<file path="src/rtl/cpu_pkg.sv">
// Shared types for the data-memory arbiter: FSM encoding, bus widths and the
// memory access payload.
package cpu_pkg;

  localparam int unsigned DATA_W = 32;
  localparam int unsigned ADDR_W = 32;

  typedef enum logic [1:0] {
    IDLE = 2'd0,
    DBG  = 2'd1,
    ACK  = 2'd2
  } arb_state_t;

  typedef struct packed {
    logic [ADDR_W-1:0] addr;
    logic [DATA_W-1:0] wdata;
    logic              re;
    logic              we;
  } mem_acc_t;

endpackage

</file>
<file path="src/rtl/dmem_arbiter.sv">
// Shares the single-port data memory between the MEM stage (default owner)
// and a debug/loader port with a bounded-wait starvation guard.
module dmem_arbiter
  import cpu_pkg::*;
#(
  parameter int unsigned DEPTH    = 32,
  parameter int unsigned MAX_WAIT = 4
) (
  input  logic              clk_i,
  input  logic              rst_i,
  input  logic              cpu_memread_i,
  input  logic              cpu_memwrite_i,
  input  logic [ADDR_W-1:0] cpu_addr_i,
  input  logic [DATA_W-1:0] cpu_wdata_i,
  output logic [DATA_W-1:0] cpu_rdata_o,
  output logic              cpu_stall_o,
  input  logic              dbg_req_i,
  input  logic              dbg_we_i,
  input  logic [ADDR_W-1:0] dbg_addr_i,
  input  logic [DATA_W-1:0] dbg_wdata_i,
  output logic [DATA_W-1:0] dbg_rdata_o,
  output logic              dbg_ack_o,
  output logic [ADDR_W-1:0] mem_addr_o,
  output logic [DATA_W-1:0] mem_wdata_o,
  output logic              mem_re_o,
  output logic              mem_we_o,
  input  logic [DATA_W-1:0] mem_rdata_i
);

  localparam int unsigned CNT_W  = $clog2(MAX_WAIT + 1);
  localparam int unsigned WORD_W = ADDR_W - 2;

  arb_state_t        state_q, state_d;
  logic [CNT_W-1:0]  wait_q, wait_d;
  logic              ack_q;
  logic [DATA_W-1:0] rdata_q;

  logic     cpu_busy;
  logic     in_range;
  logic     wait_max;
  logic     grant;
  mem_acc_t cpu_acc, dbg_acc, mem_acc;

  assign cpu_busy = cpu_memread_i | cpu_memwrite_i;
  assign in_range = dbg_addr_i[ADDR_W-1:2] < WORD_W'(DEPTH);
  assign wait_max = (wait_q == CNT_W'(MAX_WAIT - 1));
  assign grant    = (state_q == IDLE) & dbg_req_i & (~cpu_busy | wait_max);

  assign cpu_acc = '{addr: cpu_addr_i, wdata: cpu_wdata_i,
                     re: cpu_memread_i, we: cpu_memwrite_i};
  assign dbg_acc = '{addr: dbg_addr_i, wdata: dbg_wdata_i,
                     re: ~dbg_we_i & in_range, we: dbg_we_i & in_range};

  // Next state, starvation counter and the memory-port mux
  always_comb begin
    state_d     = state_q;
    wait_d      = wait_q;
    mem_acc     = cpu_acc;
    cpu_rdata_o = mem_rdata_i;
    cpu_stall_o = 1'b0;

    unique case (state_q)
      IDLE: if (grant) state_d = DBG;
      DBG: begin
        mem_acc     = dbg_acc;
        cpu_rdata_o = '0;
        cpu_stall_o = cpu_busy;
        state_d     = ACK;
      end
      ACK:     state_d = IDLE;
      default: state_d = IDLE;
    endcase

    // Counter only advances while a blocked request waits in IDLE
    if (!dbg_req_i || grant) begin
      wait_d = '0;
    end else if ((state_q == IDLE) && cpu_busy && !wait_max) begin
      wait_d = wait_q + CNT_W'(1);
    end
  end

  assign mem_addr_o  = mem_acc.addr;
  assign mem_wdata_o = mem_acc.wdata;
  assign mem_re_o    = mem_acc.re;
  assign mem_we_o    = mem_acc.we;

  always_ff @(posedge clk_i or negedge rst_i) begin
    if (!rst_i) begin
      state_q <= IDLE;
      wait_q  <= '0;
      ack_q   <= 1'b0;
      rdata_q <= '0;
    end else begin
      state_q <= state_d;
      wait_q  <= wait_d;
      ack_q   <= (state_q == DBG);
      if (state_q == DBG) begin
        rdata_q <= (in_range && !dbg_we_i) ? mem_rdata_i : '0;
      end
    end
  end

  assign dbg_ack_o   = ack_q;
  assign dbg_rdata_o = rdata_q;

endmodule

</file>
<file path="config.mk">
export PLATFORM = sky130hd
export DESIGN_NAME = dmem_arbiter
export DESIGN_NICKNAME = d
export VERILOG_FILES = /design/src/rtl/cpu_pkg.sv /design/src/rtl/dmem_arbiter.sv
export SDC_FILE = /design/constraint.sdc
export NUM_CORES = 1
export LEC_CHECK = 0
export CAP_MARGIN = 15
export CORE_AREA = 2 2 116 118
export DETAILED_ROUTE_END_ITERATION = 8
export DIE_AREA = 0 0 118 120
export GPL_TIMING_DRIVEN = 0
export PLACE_DENSITY = 0.73
export SETUP_SLACK_MARGIN = 0.15
export SYNTH_ARGS = -nofsm -noshare
export SYNTH_HDL_FRONTEND = slang
export SYNTH_SLANG_ARGS = --single-unit
</file>
<file path="constraint.sdc">
create_clock -name clk_i -period 3.9 [get_ports clk_i]
set_input_delay 0.585 -clock clk_i [delete_from_list [all_inputs] [get_ports clk_i]]
set_output_delay 0.585 -clock clk_i [all_outputs]
set_load 0.01 [all_outputs]
</file>
# == Yosys cells after proc, flatten, opt, wreduce, memory -nomap -nowiden ==
# Cells that the tools add are included.
# op_classes
addsub,1
order_cmp,1
eq_ne,3
muxes,8
bitwise_logic,8
n_reduce_logical,9
# op_table
operator,n
66-bit two-way mux,1
32-bit two-way mux,2
"30-bit by 6-bit less-than comparator with 1-bit output, second input constant",1
3-bit two-way mux,2
1-bit AND,4
2-bit one-hot mux with 2 select lines,1
"3-bit by 1-bit adder with 3-bit output, second input constant",1
"3-bit by 2-bit equality test with 1-bit output, second input constant",1
1-bit logical AND,3
1-bit logical NOT,3
"2-bit by 1-bit equality test with 1-bit output, second input constant",1
2-bit logical NOT,1
2-bit two-way mux,1
"2-bit inequality test, second input constant",1
1-bit inverter,2
1-bit OR,2
2-bit nonzero test,1
1-bit logical OR,1
1-bit two-way mux,1
# word_totals
register_bits,38
out_inout_bits,132
word_cells,34

# == Depth between registers and ports, before layout ==
# depth
ltp_word,6
mapped_depth,5
ltp_nobuf,5

# == Worst setup path before layout ==
# Ideal clock, no wire load.
# synth_timing
kind,in2out
startpoint,input port dbg_we_i
endpoint,output port mem_we_o
arrival_time_ns,1.575
path_slack_ns,1.740
cell_stages,4
n_path_buf,2
path_cell_list,buf_2 -> buf_1 -> nand4_1 -> o21ai_0
# synth_via
elab_chain_len,2
# synth_lines
element,line_no,rtl
start: declaration,dmem_arbiter.sv:18,"input logic dbg_we_i,"
1-bit AND,dmem_arbiter.sv:52,"re: ~dbg_we_i & in_range, we: dbg_we_i & in_range};"
66-bit two-way mux,dmem_arbiter.sv:62,unique case (state_q)
end: declaration,dmem_arbiter.sv:26,"output logic mem_we_o,"
# No other way between the ends.

# == Worst setup path in the final report ==
# layout_timing
startpoint,input port dbg_addr_i[11]
endpoint,output port mem_re_o
# layout_via
elab_chain_len,3
# layout_lines
element,line_no,rtl
start: declaration,dmem_arbiter.sv:19,"input logic [ADDR_W-1:0] dbg_addr_i,"
30-bit by 6-bit less-than comparator with 1-bit output,dmem_arbiter.sv:45,assign in_range = dbg_addr_i[ADDR_W-1:2] < WORD_W'(DEPTH);
1-bit AND,dmem_arbiter.sv:52,
66-bit two-way mux,dmem_arbiter.sv:62,
end: declaration,dmem_arbiter.sv:25,"output logic mem_re_o,"
# No other way between the ends.

==> metrics <==
post-synthesis compound-gate area fraction 18.4%; post-synthesis sequential area ratio 31.8%; dpl hpwl 12500 um; Max Fclk between 0.2 and 0.3 GHz; chip height 120 um; post-route insts no fill 905; final hold violations 0; Worst path top cell family by delay buffers and inverters; Max-Cap Viols 0; Detail Route Antenna Nets 0; vias in the first global route 4017; critical path class in2out; Worst Setup End Kind output pin; CP Launch Type primary input; crit-path cells clkdlybuf4s50_1, nor4_2, nand3_1, buf_2, o31ai_2, clkdlybuf4s50_1; Final TNS setup 0 ps; Syn. warnings 0; TritonCTS buffer count 5; GP Congestion approximately 0.84; Ant. Diodes 0; chip width 118 um; CTS tree yes; initial antenna violation count 0; clk slew on worst S/H paths around 60 ps; max-slew violations 0; Final Power 1.48 mW; total gr overflow 0; syn_area_per_cell ~7 um2; hold-fix buffers at CTS 0; # Post-CTS Setup Buffers 0; RSZ-0062 raised after global routing no; Max rail drop VDD approximately 0.00033 V; # setup viols final 0; fraction of layout cells with a size suffix above 1 roughly 8.5%; area growth from synthesis to layout 112%; worst-margin pin slew 887 ps; Layout Nets around 900; DRC 0; status finished clean; core area 13000 um2; Synth Cell Area 2990 um2; Post-Syn Nets 593; Routed wire per std cell 17.0 um; largest net degree at the start of global routing 39; clock latency on the worst-skew pair 280 ps; Via density approximately 4.4; Root Driver clkbuf_16; port bufs 296; skew final around 2.6 ps; CP peak stage delay 600 ps; # IOs approximately 300; XOR/XNOR Fraction of Synth Area 0%; Max Root-Sink Buffers 2; relative slew slack approximately 41%; slowest cell on the critical path clkdlybuf4s50_1; All-Layer GR Usage 21.2%; H-tree levels 2; Worst path most repeated cell clkdlybuf4s50_1; row count 42; critical path data arrival time 2990 ps; Worst Path Buf+Inv 3; largest family of logic cells by synthesized area simple AND/OR/NAND/NOR gates; global-route wire length before repair around 23000 um; Synth Area in Adders 0.836%; Hold Path Class in2async; Syn Inst Count 425; CTS sink count 38; Final Critical Period 3570 ps; Netlist cell types 29; P per Cell Area 234 nW/um2; Die ar. 14200 um2; LEAKAGE 2.95 nW; Iter 0 DRT Violations 146; Period Utilization, post-route 91.6%; PostCTS Resize Cnt 0; CP max FO 10; DRT Pass-1 Iters 4; cell count after placement 897; final wirelength 15400 um; Post-Synth Simple-Gate Area 39.3%; Initial Util 23.1%; via count 3940; mux share of post-synthesis cell area 0%; Critical Path RT around 3300 ps; register bit total from synthesis 38
[layout make-up]
type | instances | area, um2
Buffer | 31 | 156
Clock buffer | 7 | 133
Clock inverter | 1 | 30.0
Fill cell | 1285 | 6650
Inverter | 36 | 135
Multi-Input combinational cell | 320 | 1750
Sequential cell | 38 | 951
Tap cell | 176 | 220
Timing Repair Buffer | 296 | 2960
[final timing paths]
path | startpoint | to | slack, ps | cells after the start
max | dbg_addr_i[11] | mem_re_o | 330 | 6
min | rst_i | dbg_ack_o | 420 | 1
max reg2reg | state_q[1] | dbg_rdata_o[8] | 2110 | 5
min reg2reg | dbg_rdata_o[1] | dbg_rdata_o[1] | 470 | 2
max in group asynchronous | rst_i | wait_q[2] | 2910 | 1
min in group clk_i | dbg_rdata_o[1] | dbg_rdata_o[1] | 470 | 2
[where the power goes]
part / internal (mW) / switching [mW] / total, mW
Sequential: 0.405 / 0.00707 / 0.412
Combinational: 0.348 / 0.261 / 0.609
Clock: 0.302 / 0.156 / 0.458
[flip-flops by register name, indices dropped and copies added, names as in the netlist]
signal / cells
dbg_ack_o: 1
dbg_rdata_o: 32
state_q: 2
wait_q: 3
[metrics by stage]
step | util (%) | setup slack (ps) | hold slack, ps | area, um2
floorplan | - | 1740 | 289 | 2990
global placement | 47.6 | 374 | 457 | 6180
detailed placement | 47.5 | 363 | 459 | 6170
CTS | 48.8 | 338 | 459 | 6330
global route | 48.8 | 229 | 495 | 6330
finish | 48.8 | 329 | 423 | 6330
[worst register-to-register path, cell delays in order, from the launching register on]
cell and delay (ps):
dfrtp_1 420, nand2b_1 160, clkbuf_1 430, clkbuf_1 440
nand2_1 150, o41ai_2 80
[synth_stat cells, drive strengths merged]
library cell | number | share of area (%)
o41ai | 32 | 17
nand2 | 228 | 29
nand2b | 1 | 0.21
or3 | 2 | 0.42
nor4 | 5 | 3.0
nand3 | 1 | 0.17
nor3 | 1 | 0.17
buf | 21 | 4.0
and2 | 1 | 0.21
a21boi | 2 | 0.50
nor2 | 35 | 4.4
nand4 | 2 | 0.92
and3 | 1 | 0.21
o21ai | 2 | 0.33
o31ai | 2 | 0.67
or2 | 1 | 0.21
clkbuf | 10 | 1.3
ha | 2 | 0.84
o21bai | 1 | 0.25
inv | 36 | 4.5
dfrtp | 38 | 32
nor4b | 1 | 0.79
[metal layers]
metal  vias to the layer above  part of all wire (%)  track usage (%)
met4                         0                   2.3             5.95
met3                        19                   9.4             6.99
met5                         -                     0                0
met1                      1769                    43             27.1
li1                       1949                     -                -
met2                       203                    45             34.3
[cells in the final DEF, fill, tap and decap left out, drive strengths merged]
master	instances
a21boi	2
and2	1
and3	1
buf	22
bufinv	1
clkbuf	17
clkdlybuf4s50	295
dfrtp	38
ha	2
inv	36
nand2	228
nand2b	1
nand3	1
nand4	2
nor2	35
nor3	1
nor4	5
nor4b	1
o21ai	2
o21bai	1
o31ai	2
o41ai	32
or2	1
or3	2
[cells by family (layout without fill, tap and decap cells)]
group | Yosys count | after routing
flops | 38 | 38
buf+inv | 67 | 371
simple gates | 279 | 279
fa+ha+maj | 2 | 2
compound gates | 39 | 39
Power figures use the tool's default switching activity.
